`src/rtl/imm_pkg.sv`:
```
// Shared decode constants, immediate format codes and skid-buffer state encoding
// for the registered immediate generator.
package imm_pkg;

  localparam logic [6:0] itype_l = 7'b0000011;  // LOAD
  localparam logic [6:0] itype_a = 7'b0010011;  // OP-IMM
  localparam logic [6:0] itype_j = 7'b1100111;  // JALR
  localparam logic [6:0] itype_w = 7'b0011011;  // OP-IMM-32
  localparam logic [6:0] stype   = 7'b0100011;
  localparam logic [6:0] btype   = 7'b1100011;
  localparam logic [6:0] utype_l = 7'b0110111;  // LUI
  localparam logic [6:0] utype_u = 7'b0010111;  // AUIPC
  localparam logic [6:0] jtype   = 7'b1101111;
  localparam logic [6:0] sys     = 7'b1110011;
  localparam logic [6:0] fence   = 7'b0001111;

  typedef enum logic [2:0] {
    fmt_none  = 3'd0,
    fmt_i     = 3'd1,
    fmt_s     = 3'd2,
    fmt_b     = 3'd3,
    fmt_u     = 3'd4,
    fmt_j     = 3'd5,
    fmt_shamt = 3'd6,
    fmt_zimm  = 3'd7
  } fmt_e;

  typedef enum logic [1:0] {
    st_empty = 2'd0,
    st_busy  = 2'd1,
    st_full  = 2'd2
  } state_e;

endpackage

```
`src/rtl/imm_gen_pipe_extract.sv`:
```
// Combinational immediate extraction: instruction word to extended immediate,
// format code and illegal flag for the configured XLEN.
module imm_extract
  import imm_pkg::*;
#(
  parameter int XLEN = 32
) (
  input  logic [31:0]     inst,
  output logic [XLEN-1:0] imm,
  output fmt_e            fmt,
  output logic            illegal
);

  logic [6:0]  opcode;
  logic [2:0]  funct3;
  logic        is_shift;
  logic [31:0] imm_i;
  logic [31:0] imm32;

  assign opcode   = inst[6:0];
  assign funct3   = inst[14:12];
  assign is_shift = (funct3 == 3'b001) || (funct3 == 3'b101);
  assign imm_i    = {{20{inst[31]}}, inst[31:20]};

  // NOTE: every output of a combinational block gets a default first, so no
  // path through the case can leave it unassigned and infer a latch.
  always_comb begin
    imm32   = '0;
    fmt     = fmt_none;
    illegal = 1'b0;
    case (opcode)
      itype_l, itype_j: begin
        fmt   = fmt_i;
        imm32 = imm_i;
      end
      itype_a: begin
        if (is_shift) begin
          fmt = fmt_shamt;
          if (XLEN == 64) begin
            imm32 = {26'b0, inst[25:20]};
          end else begin
            imm32   = {27'b0, inst[24:20]};
            illegal = inst[25];
          end
        end else begin
          fmt   = fmt_i;
          imm32 = imm_i;
        end
      end
      itype_w: begin
        if (XLEN == 32) begin
          illegal = 1'b1;
        end else if (is_shift) begin
          fmt   = fmt_shamt;
          imm32 = {27'b0, inst[24:20]};
        end else begin
          fmt   = fmt_i;
          imm32 = imm_i;
        end
      end
      stype: begin
        fmt   = fmt_s;
        imm32 = {{20{inst[31]}}, inst[31:25], inst[11:7]};
      end
      btype: begin
        fmt   = fmt_b;
        imm32 = {{19{inst[31]}}, inst[31], inst[7], inst[30:25], inst[11:8], 1'b0};
      end
      utype_l, utype_u: begin
        fmt   = fmt_u;
        imm32 = {inst[31:12], 12'b0};
      end
      jtype: begin
        fmt   = fmt_j;
        imm32 = {{11{inst[31]}}, inst[31], inst[19:12], inst[20], inst[30:21], 1'b0};
      end
      sys: begin
        if (funct3[2]) begin
          fmt   = fmt_zimm;
          imm32 = {27'b0, inst[19:15]};
        end
      end
      fence: ;
      default: illegal = 1'b1;
    endcase
  end

  // Zero-extended forms never set bit 31, so one sign extension serves all.
  assign imm = XLEN'($signed(imm32));

endmodule

```
`src/rtl/imm_gen_pipe.sv`:
```
// Registered RISC-V immediate generator with a 2-entry skid buffer on a
// valid/ready interface; in_ready and all out_* come straight from registers.
module imm_gen_pipe
  import imm_pkg::*;
#(
  parameter int XLEN  = 32,
  parameter int TAG_W = 8
) (
  input  logic             clk,
  input  logic             rst,
  input  logic             in_valid,
  output logic             in_ready,
  input  logic [31:0]      in_inst,
  input  logic [TAG_W-1:0] in_tag,
  output logic             out_valid,
  input  logic             out_ready,
  output logic [XLEN-1:0]  out_imm,
  output fmt_e             out_fmt,
  output logic             out_illegal,
  output logic [TAG_W-1:0] out_tag
);

  logic [XLEN-1:0]  ext_imm;
  fmt_e             ext_fmt;
  logic             ext_illegal;

  logic [XLEN-1:0]  skid_imm;
  fmt_e             skid_fmt;
  logic             skid_illegal;
  logic [TAG_W-1:0] skid_tag;

  state_e state_q, state_d;
  logic   accept;
  logic   load_out, load_skid, from_skid;

  imm_extract #(.XLEN(XLEN)) u_extract (
    .inst    (in_inst),
    .imm     (ext_imm),
    .fmt     (ext_fmt),
    .illegal (ext_illegal)
  );

  assign accept    = in_valid & in_ready;
  assign out_valid = (state_q != st_empty);

  always_comb begin
    state_d   = state_q;
    load_out  = 1'b0;
    load_skid = 1'b0;
    from_skid = 1'b0;
    case (state_q)
      st_empty: begin
        if (accept) begin
          load_out = 1'b1;
          state_d  = st_busy;
        end
      end
      st_busy: begin
        if (out_ready && accept) begin
          load_out = 1'b1;
        end else if (out_ready) begin
          state_d = st_empty;
        end else if (accept) begin
          load_skid = 1'b1;
          state_d   = st_full;
        end
      end
      st_full: begin
        if (out_ready) begin
          from_skid = 1'b1;
          state_d   = st_busy;
        end
      end
      default: state_d = st_empty;
    endcase
  end

  // NOTE: sequential state uses non-blocking assignments so every register
  // samples pre-edge values regardless of process evaluation order.
  always_ff @(posedge clk) begin
    if (rst) begin
      state_q  <= st_empty;
      in_ready <= 1'b0;
    end else begin
      state_q  <= state_d;
      in_ready <= (state_d != st_full);
    end
  end

  always_ff @(posedge clk) begin
    if (rst) begin
      out_imm     <= '0;
      out_fmt     <= fmt_none;
      out_illegal <= 1'b0;
      out_tag     <= '0;
    end else if (load_out) begin
      out_imm     <= ext_imm;
      out_fmt     <= ext_fmt;
      out_illegal <= ext_illegal;
      out_tag     <= in_tag;
    end else if (from_skid) begin
      out_imm     <= skid_imm;
      out_fmt     <= skid_fmt;
      out_illegal <= skid_illegal;
      out_tag     <= skid_tag;
    end
  end

  // NOTE: skid payload is deliberately not reset; it is only read when the
  // FSM says it is valid, so reset on the state alone is sufficient.
  always_ff @(posedge clk) begin
    if (load_skid) begin
      skid_imm     <= ext_imm;
      skid_fmt     <= ext_fmt;
      skid_illegal <= ext_illegal;
      skid_tag     <= in_tag;
    end
  end

endmodule

```
`config.mk`:
```
export PLATFORM = sky130hd
export DESIGN_NAME = imm_gen_pipe
export DESIGN_NICKNAME = d
export VERILOG_FILES = /design/src/rtl/imm_pkg.sv /design/src/rtl/imm_gen_pipe_extract.sv /design/src/rtl/imm_gen_pipe.sv
export SDC_FILE = /design/constraint.sdc
export NUM_CORES = 1
export LEC_CHECK = 0
export ABC_AREA = 1
export BUFFER_PORTS_ARGS = -buffer_cell sky130_fd_sc_hd__buf_2
export CAP_MARGIN = 20
export CORE_AREA = 2 2 104 106
export DETAILED_ROUTE_END_ITERATION = 16
export DIE_AREA = 0 0 106 108
export PLACE_DENSITY_LB_ADDON = 0.12
export SYNTH_ARGS = -nofsm -noshare
export SYNTH_HDL_FRONTEND = slang
export SYNTH_SLANG_ARGS = --single-unit
```
`constraint.sdc`:
```
create_clock -name clk -period 2.9 [get_ports clk]
set_input_delay 0.145 -clock clk [delete_from_list [all_inputs] [get_ports clk]]
set_output_delay 0.145 -clock clk [all_outputs]
set_load 0.01 [all_outputs]
```
# [Yosys cells after proc, flatten, opt, wreduce, memory -nomap -nowiden]
# Index checks and enable logic that the tools add are counted.
# Widths: inputs -> output; s select.
[op_classes] bitwise_logic=1 n_reduce_logical=8 eq_ne=15 n_mux=30
[op_table] cell="$pmux 32 s7" n=1
[op_table] cell="$mux 32" n=3
[op_table] cell="$eq 7x7->1 const B" n=4
[op_table] cell="$pmux 3 s7" n=1
[op_table] cell="$mux 8" n=2
[op_table] cell="$eq 7x5->1 const B" n=2
[op_table] cell="$eq 7x6->1 const B" n=2
[op_table] cell="$mux 3" n=4
[op_table] cell="$mux 1" n=10
[op_table] cell="$mux 2" n=5
[op_table] cell="$reduce_or 9->1" n=1
[op_table] cell="$eq 7x2->1 const B" n=1
[op_table] cell="$eq 7x4->1 const B" n=1
[op_table] cell="$pmux 2 s3" n=1
[op_table] cell="$mux 5" n=1
[op_table] cell="$pmux 1 s2" n=2
[op_table] cell="$reduce_bool 2->1" n=2
[op_table] cell="$reduce_or 2->1" n=2
[op_table] cell="$eq 3x1->1 const B" n=1
[op_table] cell="$eq 3x3->1 const B" n=1
[op_table] cell="$eq 2x1->1 const B" n=1
[op_table] cell="$eq 2x2->1 const B" n=1
[op_table] cell="$logic_not 2->1" n=1
[op_table] cell="$ne 2x2->1 const B" n=1
[op_table] cell="other kinds (3)" n=3
[word_totals] ff_bits=91 word_cells=64 inputBits=44

# [Longest topological paths before layout]
[logic_depth] ltp_word=6 ltp_mapped=11 depth_no_buf=10

# [Cells and area by module]
# From an unflattened synthesis, not the netlist that was laid out.
[hier_totals] cells_unflattened=691 area_unflattened_um2=5126.2
[by_module_without_submodules] module="imm_gen_pipe" cells_per_inst=452 seq_area_each_um2=2262.2 area_each_um2=3980.1 n_inst=1
[by_module_without_submodules] module="imm_extract" cells_per_inst=239 seq_area_each_um2=0.0 area_each_um2=1146.1 n_inst=1

# [Least setup slack after synthesis]
# Ideal clock, no wire load.
[synth_timing] path_kind="register -> register" start="register state_q[0]" end="register skid_fmt[0], enable pin" path_stages_with_launch=5 setup_slack_ps=-43 path_buffers=0 synth_period_minus_slack_ps=2943 t_arrival_ps=2497 required_ps=2454 setup_time_ps=446 cell_sequence="dfxtp_1 inv_2 nor2_2 inv_1 nor2_1"
[synth_between] elab_chain_len=2
[synth_rtl] item="start: declaration" line_no="imm_gen_pipe.sv:32" text="state_e state_q, state_d;"
[synth_rtl] item="start signal: assignment" line_no="imm_gen_pipe.sv:82" text="state_q <= st_empty;"
[synth_rtl] item="start signal: assignment" line_no="imm_gen_pipe.sv:85" text="state_q <= state_d;"
[synth_rtl] item="$eq 2x1->1" line_no="imm_gen_pipe.sv:51" text="case (state_q)"
[synth_rtl] item="$mux 1" line_no="imm_gen_pipe.sv:51"
[synth_rtl] item="named net load_skid" line_no="imm_gen_pipe.sv:34" text="logic load_out, load_skid, from_skid;"
[synth_rtl] item="end signal: assignment" line_no="imm_gen_pipe.sv:114" text="skid_fmt <= ext_fmt;"
[synth_rtl] item="end: declaration" line_no="imm_gen_pipe.sv:28" text="fmt_e skid_fmt;"
# The timed path passes the listed nets, and every way through them passes these cells.
# A chain may end at the register's enable or synchronous reset.

# [Final worst setup path]
[layout_timing] start="register in_ready" end="register out_tag[2]"
[layout_between] elab_chain_len=5 word_cells_on_any_way=7 cone_classes="mux (4); bitwise (1); reduce/logical (2)"
[layout_rtl] item="start: declaration" line_no="imm_gen_pipe.sv:12" text="output logic in_ready,"
[layout_rtl] item="start signal: assignment" line_no="imm_gen_pipe.sv:86" text="in_ready <= (state_d != st_full);"
[layout_rtl] item="$and 1x1->1 (*)" line_no="imm_gen_pipe.sv:43" text="assign accept = in_valid & in_ready;"
[layout_rtl] item="$logic_and 1x1->1" line_no="imm_gen_pipe.sv:59" text="if (out_ready && accept) begin"
[layout_rtl] item="$mux 1" line_no="imm_gen_pipe.sv:59"
[layout_rtl] item="$pmux 1 s2 (*)" line_no="imm_gen_pipe.sv:51"
[layout_rtl] item="$mux 8 / $reduce_bool 2->1 (equally long branches)"
[layout_rtl] item="end signal: assignment" line_no="imm_gen_pipe.sv:100" text="out_tag <= in_tag;"
[layout_rtl] item="end signal: assignment" line_no="imm_gen_pipe.sv:105" text="out_tag <= skid_tag;"
[layout_rtl] item="end: declaration" line_no="imm_gen_pipe.sv:20" text="output logic [TAG_W-1:0] out_tag"
# Every way passes the cells marked *; elsewhere a longest branch is shown, timed or not.

==> results.tsv <==
stage	metric	value	unit
status	status	completed	
floorplan	io pins	90	
logic_synthesis	synthesized instance count	550	
pwr	switching pwr	766	uW
pwr	clock network fraction of total power	31.4	%
layout	diode count	0	
timing	final clock skew	0.0129	ns
logic_synthesis	Cell variety after synth	24	
clock_tree	hold buffer count at cts	9	
pwr	PwrDens	511	nW/um2
timing	Max Transition Viols Final	0	
worst_setup_path	most used cell, CP	nand2_1	
worst_setup_path	critical path endpoint category	register	
route	Pre-Repair DR Iteration Count	4	
worst_setup_path	worst endpoint required time	3.18	ns
timing	final setup margin	0.754	ns
timing	RSZ-0062 raised after global routing	false	
worst_setup_path	slowest CP cell	inv_2	
logic_synthesis	Synth area leaders	edfxtp_1 30%, dfxtp_1 22%, a21oi_1 12%	
logic_synthesis	Seq/Total Area, Yosys	51.9	%
floorplan	Die X-Extent	106	um
worst_setup_path	startpoint types	register	
clock_tree	Post-CTS Resized	0	
clock_tree	Worst-Skew Late Latency	0.36	ns
worst_setup_path	critical path cell sequence	nand2_1 -> inv_1 -> nand2_1 -> nor2_4 -> a31oi_4 -> inv_2 -> o21ai_0 -> a21oi_1	
timing	post-route setup TNS	0	ns
route	DR WL/cell	15.2	um
logic_synthesis	Yosys top cell area share	30.3	%
layout	Core Util, Final	50.5	%
timing	crit share post-route	74.0	%
placed_design	placed wire-length estimate	7.95	mm
clock_tree	Post-CTS Setup Inserts	0	
clock_tree	root buffer cell	clkbuf_8	
floorplan	Die ar.	11400	um2
logic_synthesis	synth warn	0	
timing	Final Hold Viols	0	
route	DRC	0	
worst_setup_path	Worst path max stage delay	0.63	ns
logic_synthesis	Mapped Nets	594	
worst_setup_path	CP Max Fanout	44	
clock_tree	CTS Buf Count	9	
floorplan	starting density of the core	42.6	%
job	maxcap violations	0	
timing	Slew HR	44.1	%
global_routing	number of global-route vias before repair	3757	
timing	min Tclk post-route	2.15	ns
layout	Layout fillers	1035	
timing	Final Setup Violations	0	
clock_tree	H-tree levels	3	
logic_synthesis	Synth area leader	edfxtp_1	
clock_tree	clk slew on worst S/H paths	0.10	ns
logic_synthesis	Post-Syn Area	4360	um2
pwr	Seq pwr share	54.6	%
worst_setup_path	critical path class	register to register	
clock_tree	total clock sinks	91	
placed_design	port buffer count	89	
logic_synthesis	FF+latch count, synth	91	
pwr	switch share	29.0	%
logic_synthesis	Syn Area/Cell	7.93	um2
route	DR iter-0 viols	301	
global_routing	antenna violations before repair	0	
worst_setup_path	Buf+Inv Stages, Crit Path	2	
global_routing	pin count of the biggest net entering global routing	45	
route	Vias/cell	5.16	
pwr	Pint	1870	uW
layout	fraction of layout cells with a size suffix above 1	19.5	%
hold_path	worst hold-check path type	input port to register	
route	Routed Antenna Nets	0	
route	via count	3985	
worst_setup_path	Worst EP arrival	2.43	ns
placed_design	worst slack at placement	0.807	ns
global_routing	global route total overflow	0	
worst_setup_path	cell family with most CP delay	buffers and inverters	
timing	FMAX	466	MHz
floorplan	die height	108	um
pwr	Leakage	0.00221	uW
layout	Nets	676	
global_routing	Tot GR Track Use	20.9	%
pwr	Comb pwr share	13.9	%
route	final wirelength	11.7	mm
pwr	maximum VDD drop	0.000300	V
layout	P&R area growth vs syn	18.4	%
global_routing	global-route wire length before repair	18.8	mm
clock_tree	CTS tree	yes	
floorplan	Core Area	10200	um2
placed_design	Placer Congestion	0.855	
timing	Worst Tran Pin Value	0.837	ns
clock_tree	clock buffer depth	2	
floorplan	FP Rows	37	
## metrics by stage
step / area, um2 / power, uW / hold WS [ns] / instances
finish: 5160 / 2640 / 0.134 / 773
global route: 5160 / 2770 / 0.123 / 773
CTS: 5160 / 2670 / 0.111 / 773
detailed placement: 4880 / 1830 / 0.346 / 748
global placement: 4880 / 1830 / 0.342 / 748
floorplan: 4360 / 1670 / 0.216 / 550
## worst register-to-register path, cell delays in order, from the launching register on
cell and delay (ns):
dfxtp_1 0.35, nand2_1 0.05, inv_1 0.06, nand2_1 0.14
nor2_4 0.44, a31oi_4 0.06, inv_2 0.63, o21ai_0 0.19
a21oi_1 0.16
## synthesized netlist by cell type
| master | count |
|---|---|
| nand4_1 | 1 |
| a21oi_1 | 106 |
| buf_4 | 1 |
| nor2_2 | 4 |
| o21ai_0 | 17 |
| nand2_2 | 1 |
| buf_2 | 18 |
| clkbuf_1 | 13 |
| nand3_1 | 49 |
| o2111ai_1 | 1 |
| inv_1 | 47 |
| edfxtp_1 | 44 |
| nor2_4 | 1 |
| a21boi_0 | 1 |
| nor3_1 | 1 |
| buf_1 | 1 |
| o21ai_1 | 44 |
| a31oi_4 | 1 |
| a211oi_1 | 1 |
| inv_2 | 5 |
| nor2_1 | 46 |
| nand3b_1 | 7 |
| nand2_1 | 93 |
| dfxtp_1 | 47 |
## metal layers
metal | wire length (um) | vias to the layer above | GRT usage (%)
met5 | 0 | - | 0
met4 | 83 | 0 | 4.89
met3 | 588 | 11 | 3.74
met2 | 5440 | 113 | 34.0
met1 | 5620 | 1838 | 29.1
li1 | - | 2023 | -
## layout by cell type, fill, tap and decap left out, types with 4 or more instances in the layout
master / count
buf_2: 89
nor2_1: 45
buf_4: 6
dlygate4sd3_1: 9
inv_1: 47
o21ai_1: 44
dfxtp_1: 47
nand3_1: 49
a21oi_1: 106
nor2_2: 4
o21ai_0: 17
inv_2: 5
nand3b_1: 7
clkbuf_8: 9
edfxtp_1: 44
nand2_1: 93
## power groups by stage
stage	sequential [uW]	clock [uW]	combinational, uW
2_1_floorplan	1500	0	178
3_3_place_gp	1470	0	356
3_5_place_dp	1470	0	360
4_1_cts	1440	854	370
5_1_grt	1450	912	409
6_report	1440	828	368
## sequential cells by signal, summed over array words and instances (netlist names), 2 cells and up
| name | cells |
|---|---|
| out_tag | 8 |
| state_q | 2 |
| out_fmt | 3 |
| skid_fmt | 3 |
| out_imm | 32 |
| skid_tag | 8 |
| skid_imm | 32 |
## path summary, 6_finish.rpt
kind / startpoint / to / slack (ns) / cells after the start
worst max-delay path: in_ready / out_tag[2] / 0.75 / 8
worst min-delay path: in_inst[18] / skid_imm[18] / 0.13 / 3
worst max register to register: in_ready / out_tag[2] / 0.75 / 8
worst min register to register: out_imm[16] / out_imm[16] / 0.52 / 2
## logic make-up (layout without fill, tap and decap cells)
group / Yosys count / after routing / share of synthesized area, %
AOI/OAI and AO/OA: 171 / 171 / 20.2
buffers and inverters: 85 / 172 / 7.92
DFF: 91 / 91 / 51.9
and+or+nand+nor: 203 / 203 / 20.0
## layout make-up
| class | instances | area [um2] | area share (%) |
|---|---|---|---|
| flip-flops and latches | 91 | 2260 | 43.8 |
| multi-input cells | 374 | 1760 | 34.1 |
| repair buffers | 104 | 581 | 11.2 |
| inverters | 52 | 195 | 3.78 |
| well taps | 136 | 170 | 3.30 |
| clock buffers | 9 | 124 | 2.40 |
| clock inverters | 7 | 68.8 | 1.33 |
Note: power is estimated with default switching activity, not from simulation.
